$ cat src/rtl/sevseg_scan_ctrl.sv
// Time-multiplexed N-digit seven-segment scanner with PWM brightness, blink and leading-zero blanking.
// Outputs are registered one clk behind the counters; there is no backpressure, the inputs are sampled once per frame.
module sevseg_scan_ctrl #(
  parameter int NUM_DIGITS = 4,
  parameter int TICK_DIV   = 1024,
  parameter int BRIGHT_W   = 4,
  parameter int BLINK_W    = 6
) (
  input  logic                    clk,
  input  logic                    reset,
  input  logic [4*NUM_DIGITS-1:0] digits,
  input  logic [NUM_DIGITS-1:0]   dp_in,
  input  logic [NUM_DIGITS-1:0]   blank,
  input  logic [NUM_DIGITS-1:0]   blink_en,
  input  logic                    lz_suppress,
  input  logic [BRIGHT_W-1:0]     brightness,
  output logic [6:0]              seg,
  output logic                    dp,
  output logic [NUM_DIGITS-1:0]   an,
  output logic                    frame_done
);

  localparam int PW = (TICK_DIV > 1) ? $clog2(TICK_DIV) : 1;
  localparam int IW = (NUM_DIGITS > 1) ? $clog2(NUM_DIGITS) : 1;
  localparam logic [PW-1:0] PRE_MAX = PW'(TICK_DIV - 1);
  localparam logic [IW-1:0] IDX_MAX = IW'(NUM_DIGITS - 1);

  logic [PW-1:0]           pre;
  logic [BRIGHT_W-1:0]     phase;
  logic [IW-1:0]           idx;
  logic [BLINK_W-1:0]      blink_cnt;
  logic [4*NUM_DIGITS-1:0] snap_digits;
  logic [NUM_DIGITS-1:0]   snap_dp, snap_blank, snap_blink;
  logic                    snap_lz;

  logic tick, slot_end, frame_end;
  assign tick      = (pre == PRE_MAX);
  assign slot_end  = tick & (&phase);
  assign frame_end = slot_end & (idx == IDX_MAX);

  always_ff @(posedge clk) begin
    if (reset) begin
      pre         <= '0;
      phase       <= '0;
      idx         <= '0;
      blink_cnt   <= '0;
      snap_digits <= '0;
      snap_dp     <= '0;
      snap_blank  <= '0;
      snap_blink  <= '0;
      snap_lz     <= 1'b0;
    end else begin
      pre <= tick ? '0 : pre + 1'b1;
      if (tick)
        phase <= phase + 1'b1;
      if (slot_end)
        idx <= (idx == IDX_MAX) ? '0 : idx + 1'b1;
      // Inputs are frozen for the whole frame that is about to start.
      if (frame_end) begin
        blink_cnt   <= blink_cnt + 1'b1;
        snap_digits <= digits;
        snap_dp     <= dp_in;
        snap_blank  <= blank;
        snap_blink  <= blink_en;
        snap_lz     <= lz_suppress;
      end
    end
  end

  function automatic logic [6:0] glyph(input logic [3:0] v);
    case (v)
      4'h0: glyph = 7'h40;
      4'h1: glyph = 7'h79;
      4'h2: glyph = 7'h24;
      4'h3: glyph = 7'h30;
      4'h4: glyph = 7'h19;
      4'h5: glyph = 7'h12;
      4'h6: glyph = 7'h02;
      4'h7: glyph = 7'h78;
      4'h8: glyph = 7'h00;
      4'h9: glyph = 7'h10;
      4'hA: glyph = 7'h08;
      4'hB: glyph = 7'h03;
      4'hC: glyph = 7'h46;
      4'hD: glyph = 7'h21;
      4'hE: glyph = 7'h06;
      default: glyph = 7'h0E;
    endcase
  endfunction

  // Leading-zero run walks down from the top digit; digit 0 always shows.
  logic [NUM_DIGITS-1:0] supp;
  logic                  zero_run;
  always_comb begin
    supp     = '0;
    zero_run = snap_lz;
    for (int i = NUM_DIGITS - 1; i >= 1; i--) begin
      zero_run = zero_run & (snap_digits[4*i +: 4] == 4'h0);
      supp[i]  = zero_run;
    end
  end

  logic [NUM_DIGITS-1:0] dark;
  assign dark = snap_blank | (snap_blink & {NUM_DIGITS{blink_cnt[BLINK_W-1]}}) | supp;

  logic [3:0]            cur_val;
  logic                  cur_dp, cur_dark, lit;
  logic [6:0]            seg_d;
  logic                  dp_d;
  logic [NUM_DIGITS-1:0] an_d;
  always_comb begin
    cur_val  = 4'h0;
    cur_dp   = 1'b0;
    cur_dark = 1'b1;
    for (int i = 0; i < NUM_DIGITS; i++) begin
      if (idx == IW'(i)) begin
        cur_val  = snap_digits[4*i +: 4];
        cur_dp   = snap_dp[i];
        cur_dark = dark[i];
      end
    end
    lit   = (phase < brightness) & ~cur_dark;
    seg_d = 7'h7F;
    dp_d  = 1'b1;
    an_d  = '1;
    if (lit) begin
      seg_d = glyph(cur_val);
      dp_d  = ~cur_dp;
      for (int i = 0; i < NUM_DIGITS; i++)
        if (idx == IW'(i))
          an_d[i] = 1'b0;
    end
  end

  always_ff @(posedge clk) begin
    if (reset) begin
      seg        <= 7'h7F;
      dp         <= 1'b1;
      an         <= '1;
      frame_done <= 1'b0;
    end else begin
      seg        <= seg_d;
      dp         <= dp_d;
      an         <= an_d;
      frame_done <= frame_end;
    end
  end

endmodule

$ cat config.mk
export PLATFORM = sky130hd
export DESIGN_NAME = sevseg_scan_ctrl
export DESIGN_NICKNAME = d
export VERILOG_FILES = /design/src/rtl/sevseg_scan_ctrl.sv
export SDC_FILE = /design/constraint.sdc
export NUM_CORES = 1
export LEC_CHECK = 0
export CAP_MARGIN = 25
export CORE_UTILIZATION = 57
export CTS_CLUSTER_SIZE = 28
export DETAILED_ROUTE_END_ITERATION = 8
export GPL_ROUTABILITY_DRIVEN = 1
export PLACE_DENSITY_LB_ADDON = 0.1
export SYNTH_ARGS = -nofsm -noshare
export SYNTH_HDL_FRONTEND = slang
export SYNTH_SLANG_ARGS = --single-unit
$ cat constraint.sdc
create_clock -name clk -period 4.9 [get_ports clk]
set_input_delay 0.735 -clock clk [delete_from_list [all_inputs] [get_ports clk]]
set_output_delay 0.735 -clock clk [all_outputs]
set_load 0.02 [all_outputs]
==> results of run 1 <==
## critical path, delay by kind of cell, from the launching register on
kind	cells	cell delay, ns
compound gates	2	0.74
fa+ha+maj	2	0.87
buf+inv	1	0.21
flops	1	0.39
simple gates	3	0.67
## cell type report
class | instances | share of cell area, %
multi-input combinational | 255 | 41.9
sequential | 64 | 34.8
timing repair buffer | 50 | 13.4
clock buffer | 14 | 4.69
tap | 67 | 2.28
clock inverter | 2 | 1.63
inverter | 13 | 1.33
## cell usage after synthesis, types with 2 or more instances
library cell / count
a211oi_1: 2
a21o_1: 2
a21oi_1: 40
a221o_1: 2
a22oi_1: 2
a311oi_1: 2
a31oi_1: 2
and4_1: 3
buf_2: 3
buf_4: 2
buf_6: 4
clkbuf_1: 10
dfxtp_1: 64
ha_1: 16
inv_1: 13
mux2i_1: 3
nand2_1: 82
nand2b_1: 2
nand3_1: 10
nand3b_1: 3
nand4_1: 3
nor2_1: 26
nor2b_1: 4
nor3b_1: 4
nor4_1: 2
nor4_4: 2
o211ai_1: 2
o21ai_0: 5
or3_1: 4
xnor2_1: 5
xor2_1: 9
## kinds of logic (layout without fill, tap and decap cells)
kind of cell / Yosys count / after routing / synth area share, %
and+or+nand+nor: 152 / 152 / 24.6
AOI/OAI and AO/OA: 69 / 69 / 14.9
DFF: 64 / 64 / 42.9
adders and majority gates: 16 / 16 / 6.70
xor gates and xnor gates: 14 / 14 / 4.10
muxes: 4 / 4 / 1.38
buffers and inverters: 33 / 79 / 5.53
## registers in the layout (all words and copies together), names as in the netlist
signal	cells
idx	2
an	4
pre	10
snap_blank	4
snap_blink	4
phase	4
blink_cnt	6
snap_dp	4
dp	1
frame_done	1
snap_lz	1
snap_digits	16
seg	7
## metal layers
layer,up-vias,part of all wire [%]
met3,11,4.4
met2,60,49
met5,-,0
li1,1279,-
met1,1153,45
met4,0,1.6
## metrics by stage
step | hold WS [ns] | setup slack [ns]
CTS | 0.453 | 1.87
floorplan | 0.426 | 2.52
global placement | 0.438 | 1.94
finish | 0.451 | 1.87
global route | 0.477 | 1.57
detailed placement | 0.445 | 1.92
## power groups by stage
stage / clock network [W] / registers [W] / logic (W)
6_report: 0.000523 / 0.000529 / 0.0000587
5_1_grt: 0.000558 / 0.000529 / 0.0000639
4_1_cts: 0.000532 / 0.000529 / 0.0000592
3_5_place_dp: 0 / 0.000541 / 0.0000590
3_3_place_gp: 0 / 0.000540 / 0.0000586
2_1_floorplan: 0 / 0.000545 / 0.0000179
## layout by cell type (no fill, tap or decap), types with 9 or more instances in the layout
cell,instances
a21oi_1,40
clkbuf_8,12
clkdlybuf4s50_1,47
dfxtp_1,64
ha_1,16
inv_1,13
nand2_1,82
nand3_1,10
nor2_1,26
xor2_1,9
## final timing paths
path	start	end	slack [ns]
worst max register to register	idx[0]$_SDFFE_PP0P_	seg[0]$_SDFF_PP1_	1.87
worst min-delay path	snap_blank[3]$_SDFFE_PP0P_	snap_blank[3]$_SDFFE_PP0P_	0.45
worst min register to register	snap_blank[3]$_SDFFE_PP0P_	snap_blank[3]$_SDFFE_PP0P_	0.45
worst max-delay path	idx[0]$_SDFFE_PP0P_	seg[0]$_SDFF_PP1_	1.87
==> flow_metrics.env, run 1 <==
export IMPL_setup_violations=0
export IMPL_synth_cells=352
export IMPL_critical_path_arrival_ns=3.22
export IMPL_hold_path_depth=2
export IMPL_met2_usage_pct=41.3
export IMPL_syn_area_mm2=0.00299
export IMPL_routed_via_count=2503
export IMPL_swShare_pct=19.7
export IMPL_pin_count=48
export IMPL_synth_seq_area_share_pct=42.9
export IMPL_power_frac_seq_pct=47.6
export IMPL_placedInstanceArea_mm2=0.00345
export IMPL_end_kind="flip-flop"
export IMPL_period_share_pct=61.8
export IMPL_holdBufCountCts=0
export IMPL_maxSlewViolCount=0
export IMPL_die_area_mm2=0.00554
export IMPL_nets=444
export IMPL_multiInputGateArea_mm2=0.00154
export IMPL_dr_pass1_iters=4
export IMPL_grt_max_degree=48
export IMPL_antenna_found_initial=0
export IMPL_yosys_area_top_type="dfxtp_1"
export IMPL_finalSetupTns_ns=0
export IMPL_overflow=0
export IMPL_dp_cells=449
export IMPL_synth_edf_count=0
export IMPL_routedWlPerCell_um=13.1
export IMPL_die_h_um=74.4
export IMPL_numCtsBuffers=9
export IMPL_yosysUniqueCellTypes=50
export IMPL_maxCapViolCount=0
export IMPL_timing_final_hold_violations=0
export IMPL_register_area_mm2=0.00128
export IMPL_synth_top_area_share_pct=42.9
export IMPL_fin_cells=465
export IMPL_rsz0062_at_grt="false"
export IMPL_drt_iter0_markers=114
export IMPL_ys_seq_elements=64
export IMPL_required_ns=5.09
export IMPL_first_global_vias=2369
export IMPL_routed_wl_mm=6.07
export IMPL_drtAntennaViolNets=0
export IMPL_grt_util_all_layers_pct=24.8
export IMPL_cts_root_buffer="clkbuf_8"
export IMPL_slowest_delay_ns=0.66
export IMPL_slew_headroom_pct=36.3
export IMPL_via_per_inst=5.38
export IMPL_ys_flop_type="dfxtp_1"
export IMPL_dieWidth_um=74.4
export IMPL_cpMostUsedCell="ha_1"
export IMPL_crit_slowest_cell="a221oi_1"
export IMPL_cp_max_fo=22
export IMPL_synthArstFlopShare_pct=0
export IMPL_syn_nets=403
export IMPL_busiest_layer="met2"
export IMPL_cts_tree="done"
export IMPL_period_needed_ns=3.03
export IMPL_clk_latency_ns=0.34
export IMPL_grt_pass1_wl_mm=10.2
export IMPL_diodes=0
export IMPL_postCtsResizedCells=0
export IMPL_leakage_nw=1.35
export IMPL_ir_worst_vdd_mv=0.257
export IMPL_synth_area_leaders="dfxtp_1 43%, nand2_1 10%, a21oi_1 6.7%, ha_1 6.7%, nor2_1 3.3%"
export IMPL_powerDensity_mw_per_mm2=301
export IMPL_start_util_pct=61.3
export IMPL_r2r_cells=8
export IMPL_fillers=390
export IMPL_clkPwrFrac_pct=47.1
export IMPL_met1_usage_pct=29.6
export IMPL_port_buffers=47
export IMPL_drive_gt1_share_pct=6.28
export IMPL_avgSynthCellArea_um2=8.49
export IMPL_start_kind="flip-flop"
export IMPL_core_area_mm2=0.00488
export IMPL_place_hpwl_mm=4.24
export IMPL_p_int_w=0.000891
export IMPL_status="completed"
export IMPL_fin_area_mm2=0.00368
export IMPL_utilization_pct=75.5
export IMPL_gp_congestion=0.787
export IMPL_cts_sinks=64
export IMPL_worst_slew_pin_slew_ns=0.952
export IMPL_num_rows=25
export IMPL_path_clk_slew_ns=0.07
export IMPL_crit_path_cell_trace="ha_1 > nor2_1 > a221oi_1 > inv_1 > ha_1 > or3_1 > o221ai_1 > nand2_1"
export IMPL_clockBufferDepth=2
export IMPL_fmax_mhz=330
export IMPL_critPathKind="reg2reg"
export IMPL_cts_setup_buffers=0
export IMPL_syn_to_final_growth_pct=23.2
export IMPL_fin_worst_skew_ns=0.00995
export IMPL_ys_warn_count=0
export IMPL_power_switching_w=0.000219
export IMPL_drc=0
export IMPL_htreeDepth=3
export IMPL_power_w=0.00111
export IMPL_power_frac_comb_pct=5.3
export IMPL_hp_class="reg2reg"
export IMPL_grtUsageMet3_pct=6.91
No activity file was read; power rests on OpenSTA's default activity.
==> run 2: changes to the inputs <==
--- a/config.mk
+++ b/config.mk
@@ -6,7 +6,7 @@
 export NUM_CORES = 1
 export LEC_CHECK = 0
 export CAP_MARGIN = 25
-export CORE_UTILIZATION = 57
+export CORE_UTILIZATION = 53
 export CTS_CLUSTER_SIZE = 28
 export DETAILED_ROUTE_END_ITERATION = 8
 export GPL_ROUTABILITY_DRIVEN = 1
==> constraint.sdc (replaced) <==
create_clock -name clk -period 3.05 [get_ports clk]
set_input_delay 0.4575 -clock clk [delete_from_list [all_inputs] [get_ports clk]]
set_output_delay 0.4575 -clock clk [all_outputs]
set_load 0.02 [all_outputs]
==> run 2 against run 1 <==
Flip-flop and latch count stayed put. Core utilization is 6.5 points lower. Largest power group unchanged. Via count is 1.7% lower. Global-route usage is 3.2 points lower. Clock skew is 0.0054 ns lower. Largest cell class unchanged. Sequential power is 61% higher. Clock-buffer cell count is 2 lower. Critical endpoint unchanged.
==> flow_metrics.env, run 2 (same netlist as run 1, synthesis figures left out) <==
export IMPL_worst_slew_pin_slew_ns=0.889
export IMPL_gp_congestion=0.783
export IMPL_setup_violations=0
export IMPL_fin_worst_skew_ns=0.00451
export IMPL_grt_pass1_wl_mm=10.1
export IMPL_status="completed"
export IMPL_grt_util_all_layers_pct=21.5
export IMPL_cts_tree="done"
export IMPL_drtAntennaViolNets=0
export IMPL_powerDensity_mw_per_mm2=428
export IMPL_final_common_cell="nand2_1"
export IMPL_register_area_mm2=0.00128
export IMPL_hold_path_depth=2
export IMPL_first_global_vias=2226
export IMPL_drive_gt1_share_pct=6.53
export IMPL_fin_hold_ws_ns=0.453
export IMPL_antenna_found_initial=0
export IMPL_end_kind="flip-flop"
export IMPL_top_register="snap_digits"
export IMPL_core_area_mm2=0.00527
export IMPL_holdBufCountCts=0
export IMPL_die_h_um=77.1
export IMPL_nets=447
export IMPL_diodes=0
export IMPL_reg2reg_to="seg[0]$_SDFF_PP1_"
export IMPL_routedWlPerCell_um=12.5
export IMPL_finalSetupTns_ns=0
export IMPL_largest_reg_flops=16
export IMPL_timing_final_hold_violations=0
export IMPL_clk_latency_ns=0.33
export IMPL_final_cell_mix="82 x nand2_1, 64 x dfxtp_1, 47 x clkdlybuf4s50_1"
export IMPL_critical_path_arrival_ns=2.79
export IMPL_leakage_nw=1.33
export IMPL_dr_pass1_iters=4
export IMPL_r2r_cells=11
export IMPL_cts_root_buffer="clkbuf_8"
export IMPL_port_buffers=47
export IMPL_grt_max_degree=47
export IMPL_dieWidth_um=77.1
export IMPL_postCtsResizedCells=0
export IMPL_num_rows=26
export IMPL_r2r_start="idx[1]$_SDFFE_PP0P_"
export IMPL_maxSlewViolCount=0
export IMPL_ir_worst_vdd_mv=0.303
export IMPL_routed_via_count=2460
export IMPL_via_per_inst=5.26
export IMPL_rsz0062_at_grt="false"
export IMPL_fmax_mhz=386
export IMPL_cp_max_fo=11
export IMPL_multiInputGateArea_mm2=0.00154
export IMPL_critPathKind="reg2reg"
export IMPL_cts_setup_buffers=0
export IMPL_die_area_mm2=0.00594
export IMPL_path_clk_slew_ns=0.06
export IMPL_slew_headroom_pct=40.3
export IMPL_clockBufferDepth=2
export IMPL_start_util_pct=56.7
export IMPL_htreeDepth=3
export IMPL_numCtsBuffers=9
export IMPL_syn_to_final_growth_pct=21.6
export IMPL_hold_end="snap_blank[0]$_SDFFE_PP0P_"
export IMPL_hp_class="reg2reg"
export IMPL_drt_iter0_markers=66
export IMPL_overflow=0
export IMPL_required_ns=3.24
export IMPL_pin_count=48
export IMPL_maxCapViolCount=0
export IMPL_drc=0
export IMPL_ff2ff_setup_slack_ns=0.46
export IMPL_worstHoldStart="snap_blank[0]$_SDFFE_PP0P_"
export IMPL_start_kind="flip-flop"
export IMPL_place_hpwl_mm=4.13
export IMPL_routed_wl_mm=5.86
export IMPL_fillers=468
export IMPL_period_needed_ns=2.59
export IMPL_reg_largest_list="snap_digits x16, pre x10, seg x7"
export IMPL_cts_sinks=64
export IMPL_period_share_pct=85.0
## run 2: worst max-delay path by stage
stage	end	startpoint	slack (ns)	cells after the start
after floorplan	seg[0]$_SDFF_PP1_	idx[0]$_SDFFE_PP0P_	0.67	10
after global placement	seg[2]$_SDFF_PP1_	brightness[1]	0.36	7
after detailed placement	seg[2]$_SDFF_PP1_	brightness[1]	0.33	7
after CTS	seg[0]$_SDFF_PP1_	idx[1]$_SDFFE_PP0P_	0.47	11
after global routing	seg[0]$_SDFF_PP1_	idx[1]$_SDFFE_PP0P_	0.26	11
final	seg[0]$_SDFF_PP1_	idx[1]$_SDFFE_PP0P_	0.46	11
## run 2: worst max-delay path, stage by stage, from the launching register on
cell	delay (ns)
dfxtp_1	0.39
inv_1	0.09
ha_1	0.31
nor2b_1	0.26
a22oi_1	0.10
a221oi_1	0.32
buf_4	0.20
inv_1	0.08
ha_1	0.19
or3_1	0.36
o221ai_1	0.07
nand2_1	0.07
## run 2: layout make-up
type / count / area share, %
Multi-Input combinational cell: 255 / 42.4
Sequential cell: 64 / 35.2
Timing Repair Buffer: 53 / 14.2
Clock buffer: 12 / 4.27
Tap cell: 70 / 2.41
Inverter: 13 / 1.34
Clock inverter: 1 / 0.138
## run 2: layer usage
metal  routed length, µm  track usage (%)  up-vias
met5                   0                0        -
met2                2790             36.3       49
met1                2780             26.2     1122
li1                    -                -     1283
met3                 227             6.55        6
met4                  53             6.79        0
## run 2: power by group
group	total [W]	internal, W	switching [W]
Clock	0.000611	0.000324	0.000287
Combinational	0.0000944	0.0000586	0.0000359
Sequential	0.000850	0.000845	0.00000426
Total	0.00156	0.00123	0.000327
## run 2: per-stage QoR
stage	instance area [µm²]	power, W	setup slack, ns	instances	utilization, %
floorplan	2990	0.000905	0.672	352	-
global placement	3480	0.000962	0.358	455	66.0
detailed placement	3480	0.000963	0.332	455	66.0
CTS	3640	0.00157	0.466	468	69.0
global route	3640	0.00161	0.258	468	69.0
finish	3640	0.00156	0.457	468	69.0
==> run 3: changes to the inputs <==
--- a/config.mk
+++ b/config.mk
@@ -5,6 +5,7 @@
 export SDC_FILE = /design/constraint.sdc
 export NUM_CORES = 1
 export LEC_CHECK = 0
+export ABC_AREA = 0
 export CAP_MARGIN = 25
 export CORE_UTILIZATION = 53
 export CTS_CLUSTER_SIZE = 28
==> results of run 3 <==
Same layout as run 2: the final DEF is identical, and so are final timing and power.
